===== config.mk =====
export PLATFORM = sky130hd
export DESIGN_NAME = regfile8_flat
export DESIGN_NICKNAME = d
export VERILOG_FILES = /design/src/rtl/regfile8_if.sv /design/src/rtl/regfile8.sv /design/src/flat_wrapper.sv
export SDC_FILE = /design/constraint.sdc
export NUM_CORES = 1
export LEC_CHECK = 0
export ABC_CLOCK_PERIOD_IN_PS = 1700
export BUFFER_PORTS_ARGS = -buffer_cell sky130_fd_sc_hd__buf_2
export CORE_MARGIN = 3
export CORE_UTILIZATION = 42
export DETAILED_ROUTE_END_ITERATION = 7
export PLACE_DENSITY = 0.69
export RECOVER_POWER = 25
export SYNTH_ARGS = -nofsm -noshare
export SYNTH_HDL_FRONTEND = slang
export SYNTH_SLANG_ARGS = --single-unit

===== constraint.sdc =====
create_clock -name clk -period 1.7 [get_ports clk]
set_input_delay 0 -clock clk [delete_from_list [all_inputs] [get_ports clk]]
set_output_delay 0 -clock clk [all_outputs]
set_load 0.01 [all_outputs]

===== src/rtl/regfile8_if.sv =====
// Register-file access bundle: write-back strobe and data, operand read ports A/B, debug read port and commit status.
// Every signal is point-to-point. The master drives the indices and write data; the slave returns data and status.
interface regfile8_if #(
  parameter int DATA_W = 16,
  parameter int ADDR_W = 3,
  parameter int CNT_W  = 16
);
  logic              rf_enable;
  logic [ADDR_W-1:0] wr_addr;
  logic [DATA_W-1:0] wr_data;
  logic [ADDR_W-1:0] rd_addr_a;
  logic [DATA_W-1:0] rd_data_a;
  logic [ADDR_W-1:0] rd_addr_b;
  logic [DATA_W-1:0] rd_data_b;
  logic [ADDR_W-1:0] dbg_addr;
  logic [DATA_W-1:0] dbg_data;
  logic [CNT_W-1:0]  wr_count;
  logic [ADDR_W-1:0] last_wr;

  modport master (
    output rf_enable, wr_addr, wr_data, rd_addr_a, rd_addr_b, dbg_addr,
    input  rd_data_a, rd_data_b, dbg_data, wr_count, last_wr
  );

  modport slave (
    input  rf_enable, wr_addr, wr_data, rd_addr_a, rd_addr_b, dbg_addr,
    output rd_data_a, rd_data_b, dbg_data, wr_count, last_wr
  );
endinterface


===== src/rtl/regfile8.sv =====
// NREG x DATA_W register file: one write port committing on the clock edge, two combinational read ports,
// a registered debug read port, and a commit counter. Define REGFILE_BYPASS_EN for same-cycle write-through on ports A/B.
module regfile8 #(
  parameter int DATA_W = 16,
  parameter int ADDR_W = 3,
  parameter int NREG   = 8,
  parameter int CNT_W  = 16
) (
  input  logic       clk,
  input  logic       rst_n,
  regfile8_if.slave  rf
);

  localparam int NSLOT = 2 ** ADDR_W;

  // Storage spans the whole address space; slots at or above NREG are never written and are never read out.
  logic [DATA_W-1:0] r_regs [NSLOT];
  logic [CNT_W-1:0]  r_wr_count;
  logic [ADDR_W-1:0] r_last_wr;
  logic [DATA_W-1:0] r_dbg_data;

  logic              w_wr_ok;
  logic [DATA_W-1:0] w_rd_a;
  logic [DATA_W-1:0] w_rd_b;
  logic [DATA_W-1:0] w_dbg_next;

  assign w_wr_ok = rf.rf_enable && (int'(rf.wr_addr) < NREG);

  always_comb begin
    w_rd_a     = '0;
    w_rd_b     = '0;
    w_dbg_next = '0;
    if (int'(rf.rd_addr_a) < NREG) w_rd_a = r_regs[rf.rd_addr_a];
    if (int'(rf.rd_addr_b) < NREG) w_rd_b = r_regs[rf.rd_addr_b];
    if (int'(rf.dbg_addr) < NREG)  w_dbg_next = r_regs[rf.dbg_addr];
`ifdef REGFILE_BYPASS_EN
    // Only an accepted write forwards; the debug port always shows committed state.
    if (w_wr_ok && (rf.rd_addr_a == rf.wr_addr)) w_rd_a = rf.wr_data;
    if (w_wr_ok && (rf.rd_addr_b == rf.wr_addr)) w_rd_b = rf.wr_data;
`endif
  end

  always_ff @(posedge clk or negedge rst_n) begin
    if (!rst_n) begin
      for (int i = 0; i < NSLOT; i++) r_regs[i] <= '0;
      r_wr_count <= '0;
      r_last_wr  <= '0;
      r_dbg_data <= '0;
    end else begin
      r_dbg_data <= w_dbg_next;
      if (w_wr_ok) begin
        r_regs[rf.wr_addr] <= rf.wr_data;
        r_wr_count         <= r_wr_count + CNT_W'(1);
        r_last_wr          <= rf.wr_addr;
      end
    end
  end

  assign rf.rd_data_a = w_rd_a;
  assign rf.rd_data_b = w_rd_b;
  assign rf.dbg_data  = r_dbg_data;
  assign rf.wr_count  = r_wr_count;
  assign rf.last_wr   = r_last_wr;

endmodule


===== src/flat_wrapper.sv =====
// flat-port wrapper written by rule: the top's interface ports become plain ports
module regfile8_flat 
#(
  parameter int DATA_W = 16,
  parameter int ADDR_W = 3,
  parameter int NREG   = 8,
  parameter int CNT_W  = 16
)
  (clk, rst_n, rf_rf_enable, rf_wr_addr, rf_wr_data, rf_rd_addr_a, rf_rd_addr_b, rf_dbg_addr, rf_rd_data_a, rf_rd_data_b, rf_dbg_data, rf_wr_count, rf_last_wr);
  regfile8_if #(.DATA_W(DATA_W), .ADDR_W(ADDR_W), .CNT_W(CNT_W)) rf_i ();
  input  logic clk;
  input  logic rst_n;
  input wire logic [$bits(rf_i.rf_enable)-1:0] rf_rf_enable;
  input wire logic [$bits(rf_i.wr_addr)-1:0] rf_wr_addr;
  input wire logic [$bits(rf_i.wr_data)-1:0] rf_wr_data;
  input wire logic [$bits(rf_i.rd_addr_a)-1:0] rf_rd_addr_a;
  input wire logic [$bits(rf_i.rd_addr_b)-1:0] rf_rd_addr_b;
  input wire logic [$bits(rf_i.dbg_addr)-1:0] rf_dbg_addr;
  output wire logic [$bits(rf_i.rd_data_a)-1:0] rf_rd_data_a;
  output wire logic [$bits(rf_i.rd_data_b)-1:0] rf_rd_data_b;
  output wire logic [$bits(rf_i.dbg_data)-1:0] rf_dbg_data;
  output wire logic [$bits(rf_i.wr_count)-1:0] rf_wr_count;
  output wire logic [$bits(rf_i.last_wr)-1:0] rf_last_wr;
  assign rf_i.rf_enable = rf_rf_enable;
  assign rf_i.wr_addr = rf_wr_addr;
  assign rf_i.wr_data = rf_wr_data;
  assign rf_i.rd_addr_a = rf_rd_addr_a;
  assign rf_i.rd_addr_b = rf_rd_addr_b;
  assign rf_i.dbg_addr = rf_dbg_addr;
  assign rf_rd_data_a = rf_i.rd_data_a;
  assign rf_rd_data_b = rf_i.rd_data_b;
  assign rf_dbg_data = rf_i.dbg_data;
  assign rf_wr_count = rf_i.wr_count;
  assign rf_last_wr = rf_i.last_wr;
  regfile8 #(.DATA_W(DATA_W), .ADDR_W(ADDR_W), .NREG(NREG), .CNT_W(CNT_W)) u_core (.clk(clk), .rst_n(rst_n), .rf(rf_i));
endmodule

Word level (Yosys, flattened, before mapping)
Cells that the tools add are included.
- input port bits: 31
- output and inout port bits: 67
- bits in registers: 163
- word-level logic and storage cells: 34
- bitwise gates (word level): 4
- add/subtract/negate cells: 1
- muxes and demuxes: 12
- reductions and logical operators: 1
- magnitude comparators: 5
- operators by type and width (kind ; number):
    $bmux 16 s3 ; 3
    $bwmux 128 ; 1
    $mux 16 ; 7
    $demux 16 s3 ; 1
    $add 16x1->16 const B ; 1
    $ge 4x4->1 const B ; 4
    $not 3->4 ; 4
    $lt 4x1->1 const B ; 1
    $logic_and 1x1->1 ; 1

Depth between registers and ports, before layout
Gate-level depths: netlist of run 1.
- depth after elaboration: 6
- gate-level depth with buffers: 5
- mapped depth without buffers: 5

Worst setup path before layout of run 1
Ideal clock, no wire load.
- path kind: reg2reg
- from: register u_core.r_wr_count[0], in the netlist u_core.rf.wr_count[0]
- to: register u_core.r_wr_count[14], in the netlist u_core.rf.wr_count[14]
- arrival: 1.317 ns
- cell stages (with the launch flop): 6
- library setup time: 0.125 ns
- data required time: 1.575 ns
- buffers on the path: 0
- path slack: 0.258 ns
- period minus slack after synthesis: 1.442 ns
- path through: dfrtp_1 -> ha_1 -> nand2_1 -> nor4_2 -> nand3_1 -> xnor2_1
- word-level cells in the longest chain between the ends: 1
- ends and longest elaborated chain (element ; line ; source):
    start, declared ; regfile8.sv:18 ; logic [CNT_W-1:0] r_wr_count;
    start signal, assigned ; regfile8.sv:53 ; r_wr_count <= r_wr_count + CNT_W'(1);
    $add 16x1->16 ; regfile8.sv:53 ;
Every way passes these cells.
A chain may end at the register's enable or synchronous reset.

Worst setup path after layout of run 1
- from: register u_core.r_regs[4] in the netlist's numbering
- to: output port rf_rd_data_a[4]
- word-level cells in the longest chain between the ends: 3
- ends and longest elaborated chain (element ; line ; source):
    start, declared ; regfile8.sv:17 ; logic [DATA_W-1:0] r_regs [NSLOT];
    start signal, assigned by index ; regfile8.sv:52 ; r_regs[rf.wr_addr] <= rf.wr_data;
    $bmux 16 s3 ; regfile8.sv:33 ; if (int'(rf.rd_addr_a) < NREG) w_rd_a = r_regs[rf.rd_addr_a];
    $mux 16 (implied by the code) (2 in a row) ; regfile8.sv:33 ;
    end, declared ; flat_wrapper.sv:19 ; output wire logic [$bits(rf_i.rd_data_a)-1:0] rf_rd_data_a;
Every way passes these cells. The select of a mux whose other input is x is not followed.

==> impl_metrics.ini, run 1 <==
[timing]
setup_viol = 30
period_share_pct = 105.1
timing.final.ws_setup_ps = -87.32
slew_viol_final = 0
rsz0062_at_grt = true
worst_pin_slew_ps = 1281
tns_ps = -838.6
finalHoldViolations = 0
maxSlewHeadroom_pct = 14.63
period_needed_ps = 1787
whs_ps = 20.07
fmax_mhz = 559.5
fin_skew_ps = 5.282

[synthesis]
synth_top_area_share_pct = 44.00
synth_edf_count = 0
synth.top_cells.by_count = 165 x mux2_2, 163 x dfrtp_1, 51 x mux4_2
yosysMostFrequentCell = mux2_2
synth_ff_type = dfrtp_1
synthTopCellsByArea = dfrtp_1 44%, mux2_2 20%, mux4_1 13%
synthArstFlopShare_pct = 100.0
ys_seq_elements = 163
avgSynthCellArea_um2 = 17.56
synth_top_area_cell = dfrtp_1
yosysWarnings = 0
synth_cells = 528
netlist_area_um2 = 9270
yosysSeqAreaShare_pct = 44.00
syn-num-nets = 560
synth_cell_types = 32

[critical_path]
cp_top_family = multiplexers
cp.required_ps = 1700
path_cells = mux4_2 -> mux2_4 -> buf_6
arrival_ps = 1790
path_buf_inv = 1
crit_slowest_cell = mux4_2
critical-path-max-stage-delay_ps = 520
crit_path_end_kind = primary output
worst-setup-path-type = reg -> out
critPathLaunchType = flip-flop
cp_max_fo = 4

[placed_design]
hpwl_um = 14420
gp_congestion = 0.7828
port_buffers = 97
dp_slack_ps = 192.7

[power]
internal_power_mw = 9.732
power_frac_comb_pct = 29.8
leakage_nw = 4.859
peakVddDrop_mv = 0.6946
p_per_area_nw_per_um2 = 1218
p_clk_share_pct = 29.7
swShare_pct = 28.79
power_mw = 13.67
switchingPower_mw = 3.934
seqPwrFrac_pct = 40.4

[die]
fp.dieH_um = 154.6
die_w_um = 154.6
dieArea_um2 = 23890
coreArea_um2 = 21350
row_count = 53
start_util_pct = 43.41
num_io_pins = 98

[layout]
syn2layout_area_growth_pct = 21.08
regArea_um2 = 4079
nNetsFinal = 712
multi_input_area_um2 = 4780
fillers = 1755
antenna_cells = 0
fin_util_pct = 52.57
drive_gt1_share_pct = 65.37

[global_routing]
grtUsageMet2_pct = 31.14
grt.met1_usage_pct = 28.26
grt_pass1_vias = 6115
grt_pass1_wl_um = 35960
grt_max_degree = 63
grt_usage_pct = 19.62
busiest_layer = met2
overflow = 0
antenna_found_initial = 0
use_met3_pct = 4.085

[min_path]
min_path_type = in -> reg

[clock_network]
cts_buffers = 17
clk_path_buf_depth = 2
insertion_delay_ps = 430
clk_pin_slew_ps = 70
cts_htree_levels = 4
cts_tree = built
clockRootBuffer = clkbuf_16
cts_sinks = 163

[detailed_routing]
wirelength_um = 22720
drc_errors = 0
drtIter0Drc = 311
viasPerCell = 5.860
route.antenna.remaining_nets = 0
wire_per_inst_um = 23.47
drtPass1Iterations = 4
via_count = 5672

[outcome]
failed_checks = negative setup slack
outcome = complete, but fails checks

[flow_run]
max-cap-violations = 0
[path summary, 6_finish.rpt]
path                                                    start                                  to  slack, ps  cells after the start
max                              u_core.r_regs[4]$_DFFE_PN0P_                     rf_rd_data_a[4]        -90                      3
min                                              rf_rf_enable    u_core.rf.last_wr[1]$_DFFE_PN0P_         20                      2
max reg2reg                      u_core.r_regs[8]$_DFFE_PN0P_     u_core.rf.dbg_data[8]$_DFF_PN0_        180                      4
min reg2reg                u_core.rf.wr_count[15]$_DFFE_PN0P_  u_core.rf.wr_count[15]$_DFFE_PN0P_        470                      1
max in group asynchronous                               rst_n       u_core.r_regs[66]$_DFFE_PN0P_        300                      3
min in group asynchronous                               rst_n  u_core.rf.wr_count[14]$_DFFE_PN0P_        280                      3
[layout make-up]
cell class                 count  share of cell area (%)
multi-input combinational    323                   42.58
clock buffer                  17                   3.790
inverter                       2                 0.06688
timing repair buffer         173                   12.43
clock inverter                15                   1.728
tap                          275                   3.065
sequential                   163                   36.34
[cells by family after synthesis]
kind of cell,share of synthesized area (%)
mux,47.29
flops,44.00
compound gates,0.05394
xor+xnor,1.417
simple gates,3.104
fa+ha+maj,0.1349
buf+inv,3.995
[what timing repair did]
action,CTS,global route
gates resized for setup,69,5
endpoints found under the setup margin,32,32
hold buffers,19,0
endpoints found under the hold margin,292,0
setup buffers,25,5
[metal layers]
layer  routed length [µm]  vias to the layer above
met5                    0                        -
met4                  166                        0
met3                 1544                       16
met2                11360                      191
met1                 9641                     3045
li1                     -                     2420
[metrics by stage]
stage               cells  instance area (µm²)
floorplan             528                 9270
global placement      887                10110
detailed placement    887                10110
CTS                   963                11230
global route          968                11220
finish                968                11220
[cell usage in the layout, fill, tap and decap left out]
cell             n
and3_1           2
buf_12          11
buf_2           72
buf_4           44
buf_6           25
bufinv_16        3
clkbuf_16       17
clkbuf_2         1
clkbuf_4         1
clkinv_4         1
clkinvlp_4       3
dfrtp_1        163
dlygate4sd3_1   19
ha_1             1
inv_1            2
inv_6            7
inv_8            1
mux2_1           4
mux2_2         147
mux2_4          28
mux4_1          16
mux4_2          80
nand2_1          5
nand2b_4         1
nand3_1          7
nand4_1          2
nand4_2          1
nand4_4          1
nand4b_2         2
nand4b_4         1
nor2_1           2
nor3_1           1
nor3_4           2
nor3b_4          2
nor4_2           2
o21ai_0          1
xnor2_1          9
xor2_1           6
[flip-flops by register name, summed over array words and instances, names as in the netlist]
signal,count
u_core.rf.dbg_data,16
u_core.rf.last_wr,3
u_core.rf.wr_count,16
u_core.r_regs,128
[power by group through the flow]
stage	clock (mW)	sequential (mW)	combinational [mW]
final	4.06	5.53	4.08
after global placement	0	5.46	3.39
after global routing	4.34	5.65	4.36
after detailed placement	0	5.58	3.47
after CTS	4.14	5.51	4.09
after floorplan	0	5.43	2.39
Note: power is estimated with default switching activity, not from simulation.
==> run 2, diff against run 1 <==
Settings changed: ABC_CLOCK_PERIOD_IN_PS 1700 to 1670, CORE_UTILIZATION 42 to 60, PLACE_DENSITY 0.69 to not set, PLACE_DENSITY_LB_ADDON set to 0.25.
Clock period 1.7 ns to 1.67 ns, I/O delays scaled along.
==> run 2 against run 1 <==
The run still ends with negative setup slack left. Critical path depth is the same. Power grew 4.1%. Register-to-register slack lost 40 ps. Final cell count shrank 7.7%. Hold slack gained 19 ps. Clock-buffer cell count grew 4. Largest cell class unchanged. Combinational power grew 7.4%. Global-route usage grew 8.4 points. Clock skew grew 4.3 ps. Core utilization grew 24 points.
==> impl_metrics.ini, run 2 (synthesis results as in run 1) <==
[outcome]
outcome = complete, but fails checks
failed_checks = negative setup slack

[die]
coreArea_um2 = 14810
die_w_um = 130.3
num_io_pins = 98
dieArea_um2 = 16980
start_util_pct = 62.60
row_count = 44
fp.dieH_um = 130.3

[layout]
layout_common_cells = 163 x dfrtp_1, 147 x mux2_2, 81 x mux4_2
largest_reg_flops = 128
drive_gt1_share_pct = 66.15
design_area_um2 = 11330
antenna_cells = 0
final_common_cell = dfrtp_1
syn2layout_area_growth_pct = 22.22
fin_util_pct = 76.50
nNetsFinal = 729
largest_register = u_core.r_regs

[global_routing]
grt_usage_pct = 28.05
grt_pass1_vias = 6146
antenna_found_initial = 0
overflow = 0
grt_pass1_wl_um = 35130
grt_max_degree = 72

[power]
p_clk_share_pct = 29.3
leakage_nw = 4.984
seqPwrFrac_pct = 39.9
swShare_pct = 27.69
internal_power_mw = 10.28
switchingPower_mw = 3.938
peakVddDrop_mv = 1.113
power_frac_comb_pct = 30.8
p_per_area_nw_per_um2 = 1255

[critical_path]
rr_worst_depth = 4
rr_endpoint = u_core.rf.dbg_data[8]$_DFF_PN0_
worst-setup-path-type = reg -> out
arrival_ps = 1770
critPathLaunchType = flip-flop
r2r-start = u_core.r_regs[72]$_DFFE_PN0P_
reg2reg_slack_ps = 140
cp.required_ps = 1670
cp_max_fo = 4
crit_path_end_kind = primary output

[timing]
maxSlewHeadroom_pct = 9.503
finalHoldViolations = 0
rsz0062_at_grt = true
setup_viol = 32
slew_viol_final = 0
period_share_pct = 106.1
fin_skew_ps = 9.556
worst_pin_slew_ps = 1357
tns_ps = -1896
period_needed_ps = 1772
fmax_mhz = 564.2
timing.final.ws_setup_ps = -102.4

[clock_network]
cts_tree = built
cts_buffers = 17
clk_path_buf_depth = 2
insertion_delay_ps = 430
clk_pin_slew_ps = 60
clockRootBuffer = clkbuf_16
cts_htree_levels = 4
cts_sinks = 163

[placed_design]
gp_congestion = 0.7644
hpwl_um = 13010
placed_area_um2 = 10000
dp_slack_ps = 98.22
port_buffers = 97

[detailed_routing]
wirelength_um = 22580
drtPass1Iterations = 5
drtIter0Drc = 492
route.antenna.remaining_nets = 0
via_count = 5853
drc_errors = 0
wire_per_inst_um = 25.29
viasPerCell = 6.554

[min_path]
min_path_type = in -> reg
min_from = rf_rf_enable
holdPathEnd = u_core.rf.wr_count[0]$_DFFE_PN0P_
hold_path_depth = 2

[flow_run]
max-cap-violations = 0
-- run 2: final cells by class --
type / count / area (µm²)
Multi-Input combinational cell: 323 / 4793
Sequential cell: 163 / 4079
Fill cell: 852 / 3480
Timing Repair Buffer: 190 / 1594
Clock buffer: 21 / 470.5
Tap cell: 184 / 230.2
Clock inverter: 10 / 155.1
Inverter: 2 / 7.507
-- run 2: power groups by stage --
| stage | Combinational, mW | Sequential, mW | Clock (mW) |
|---|---|---|---|
| final | 4.38 | 5.67 | 4.17 |
| after global routing | 4.68 | 5.78 | 4.40 |
| after CTS | 4.27 | 5.63 | 4.22 |
| after detailed placement | 3.50 | 5.68 | 0 |
| after global placement | 3.39 | 5.57 | 0 |
| after floorplan | 2.44 | 5.53 | 0 |
-- run 2: worst max path at each step --
stage | start | slack (ps) | cells past startpoint | endpoint
after global placement | u_core.rf.wr_count[0]$_DFFE_PN0P_ | 210 | 5 | u_core.rf.wr_count[14]$_DFFE_PN0P_
after floorplan | u_core.rf.wr_count[0]$_DFFE_PN0P_ | 230 | 5 | u_core.rf.wr_count[14]$_DFFE_PN0P_
after CTS | u_core.r_regs[0]$_DFFE_PN0P_ | -110 | 3 | rf_rd_data_a[0]
after global routing | u_core.r_regs[0]$_DFFE_PN0P_ | -140 | 3 | rf_rd_data_a[0]
final | u_core.r_regs[64]$_DFFE_PN0P_ | -100 | 3 | rf_rd_data_a[0]
after detailed placement | u_core.rf.wr_count[0]$_DFFE_PN0P_ | 100 | 5 | u_core.rf.wr_count[14]$_DFFE_PN0P_
-- run 2: what timing repair did --
item,4_1_cts,5_1_grt
endpoints found under the setup margin,32,34
setup buffers,38,15
resized for setup,72,6
endpoints found under the hold margin,292,0
hold buffers,19,0
pin swaps,0,0
-- run 2: per-layer routing --
layer | GRT usage [%] | vias to the layer above | part of all wire [%]
li1 | - | 2448 | -
met1 | 37.87 | 3123 | 40
met2 | 47.16 | 252 | 52
met3 | 5.608 | 30 | 6.1
met4 | 7.579 | 0 | 1.5
met5 | 0 | - | 0
-- run 2: worst max-delay path, stage by stage (launching register included) --
cell	delay [ps]
dfrtp_1	410
mux4_2	500
mux2_4	310
buf_6	130
-- run 2: metrics by stage --
step / hold slack, ps / power (mW) / instances
global route: 51.40 / 14.86 / 893
CTS: 26.34 / 14.12 / 878
finish: 38.58 / 14.22 / 893
floorplan: -295.6 / 7.970 / 528
global placement: -190.1 / 8.967 / 790
detailed placement: -187.9 / 9.178 / 790
==> run 3, diff against run 2 <==
Settings changed: HOLD_SLACK_MARGIN set to 0.15.
==> run 3 against run 2 <==
The flow still finishes with violations (negative setup slack). Non-clock buffer count rose by 5. Die area unchanged. Via count grew 0.26%. Clock skew down 2.3 ps. Critical path type unchanged. Core utilization rose by 0.31 points.
==> impl_metrics.ini, run 3 (synthesis results as in run 1) <==
[min_path]
min_path_type = in -> reg
hold_path_depth = 3

[detailed_routing]
wire_per_inst_um = 25.16
viasPerCell = 6.535
wirelength_um = 22590
route.antenna.remaining_nets = 0
drtPass1Iterations = 5
drtIter0Drc = 495
drc_errors = 0
via_count = 5868

[global_routing]
grt_pass1_wl_um = 35260
grt_max_degree = 72
overflow = 0
antenna_found_initial = 0
grt_usage_pct = 28.15
grt_pass1_vias = 6178

[critical_path]
path_cells = mux4_2 -> mux2_4 -> buf_6
critPathLaunchType = flip-flop
crit_path_end_kind = primary output
cp_top_family = multiplexers
cp.depth = 3
rr_worst_depth = 4
path_buf_inv = 1
critical-path-max-stage-delay_ps = 500
arrival_ps = 1770
crit_slowest_cell = mux4_2
cp.required_ps = 1670
cp_max_fo = 4
worst-setup-path-type = reg -> out

[layout]
syn2layout_area_growth_pct = 22.72
fillers = 848
regArea_um2 = 4079
nNetsFinal = 734
multi_input_area_um2 = 4793
largest_register = u_core.r_regs
antenna_cells = 0
layout_common_cells = 163 x dfrtp_1, 147 x mux2_2, 81 x mux4_2
final_common_cell = dfrtp_1
largest_reg_flops = 128
drive_gt1_share_pct = 65.69

[power]
swShare_pct = 27.61
p_clk_share_pct = 29.2
internal_power_mw = 10.30
leakage_nw = 5.001
peakVddDrop_mv = 1.108
seqPwrFrac_pct = 39.9
p_per_area_nw_per_um2 = 1250
switchingPower_mw = 3.928
power_frac_comb_pct = 30.9

[clock_network]
cts_tree = built
clk_pin_slew_ps = 60
cts_sinks = 163
cts_buffers = 17
cts_htree_levels = 4
clockRootBuffer = clkbuf_16
clk_path_buf_depth = 2
insertion_delay_ps = 430

[timing]
period_needed_ps = 1774
maxSlewHeadroom_pct = 9.612
rsz0062_at_grt = true
tns_ps = -1771
slew_viol_final = 0
fin_skew_ps = 7.262
setup_viol = 32
fmax_mhz = 563.7
worst_pin_slew_ps = 1356
timing.final.ws_setup_ps = -104.0
finalHoldViolations = 0
period_share_pct = 106.2

[flow_run]
max-cap-violations = 0

[die]
dieArea_um2 = 16980
row_count = 44
num_io_pins = 98
fp.dieH_um = 130.3
coreArea_um2 = 14810
start_util_pct = 62.60
die_w_um = 130.3

[placed_design]
gp_congestion = 0.7644
port_buffers = 97
dp_slack_ps = 98.22
hpwl_um = 13010

[outcome]
outcome = complete, but fails checks
failed_checks = negative setup slack
[run 3: cell types whose count changed in the layout (fill, tap and decap cells not counted), sizes merged]
cell / previous run / this run
buf: 169 / 168
clkbuf: 23 / 25
dlygate4sd3: 19 / 23
[run 3: per-stage QoR]
step | power, mW | cell area, µm² | util, % | hold slack (ps) | std cells
4_1_cts | 14.12 | 11290 | 76.21 | 154.9 | 882
3_3_place_gp | 8.967 | 10000 | 67.52 | -190.1 | 790
2_1_floorplan | 7.970 | 9270 | - | -295.6 | 528
5_1_grt | 14.87 | 11380 | 76.82 | 199.5 | 898
3_5_place_dp | 9.178 | 10000 | 67.52 | -187.9 | 790
6_report | 14.23 | 11380 | 76.82 | 192.6 | 898
[run 3: power by group through the flow]
stage | registers, mW | clock network, mW | logic (mW)
after floorplan | 5.53 | 0 | 2.44
after global placement | 5.57 | 0 | 3.39
after detailed placement | 5.68 | 0 | 3.50
after CTS | 5.63 | 4.22 | 4.28
after global routing | 5.78 | 4.40 | 4.70
final | 5.67 | 4.16 | 4.40
[run 3: what timing repair did]
item                                   in CTS  in global routing
resized for setup                          72                  7
hold buffers                               23                  0
setup endpoints to repair                  32                 36
buffers inserted                           38                 16
endpoints found under the hold margin     299                  0
[run 3: cell type report]
class / count / share of cell area [%]
multi-input cells: 323 / 42.14
flip-flops and latches: 163 / 35.86
repair buffers: 195 / 14.42
clock buffers: 21 / 4.136
well taps: 184 / 2.024
clock inverters: 10 / 1.364
inverters: 2 / 0.06599
[run 3: worst reg2reg max path: stages, from the launching register on]
cell and delay [ps]:
dfrtp_1 400, buf_4 150, buf_4 130, mux4_2 470
mux2_2 270
[run 3: layer usage]
metal | vias to the layer above | GRT usage, % | wire [µm]
li1 | 2457 | - | -
met1 | 3133 | 37.95 | 9075
met2 | 238 | 47.31 | 11810
met3 | 40 | 5.731 | 1319
met4 | 0 | 7.579 | 384
met5 | - | 0 | 0
[run 3: worst paths after layout]
check                           slack [ps]                               start                            endpoint
worst max-delay path                  -100       u_core.r_regs[64]$_DFFE_PN0P_                     rf_rd_data_a[0]
worst min-delay path                   190                      rf_dbg_addr[0]     u_core.rf.dbg_data[0]$_DFF_PN0_
worst max register to register         140       u_core.r_regs[72]$_DFFE_PN0P_     u_core.rf.dbg_data[8]$_DFF_PN0_
worst min register to register         500  u_core.rf.wr_count[15]$_DFFE_PN0P_  u_core.rf.wr_count[15]$_DFFE_PN0P_
max in group asynchronous              170                               rst_n       u_core.r_regs[60]$_DFFE_PN0P_
min in group asynchronous              300                               rst_n    u_core.rf.dbg_data[14]$_DFF_PN0_
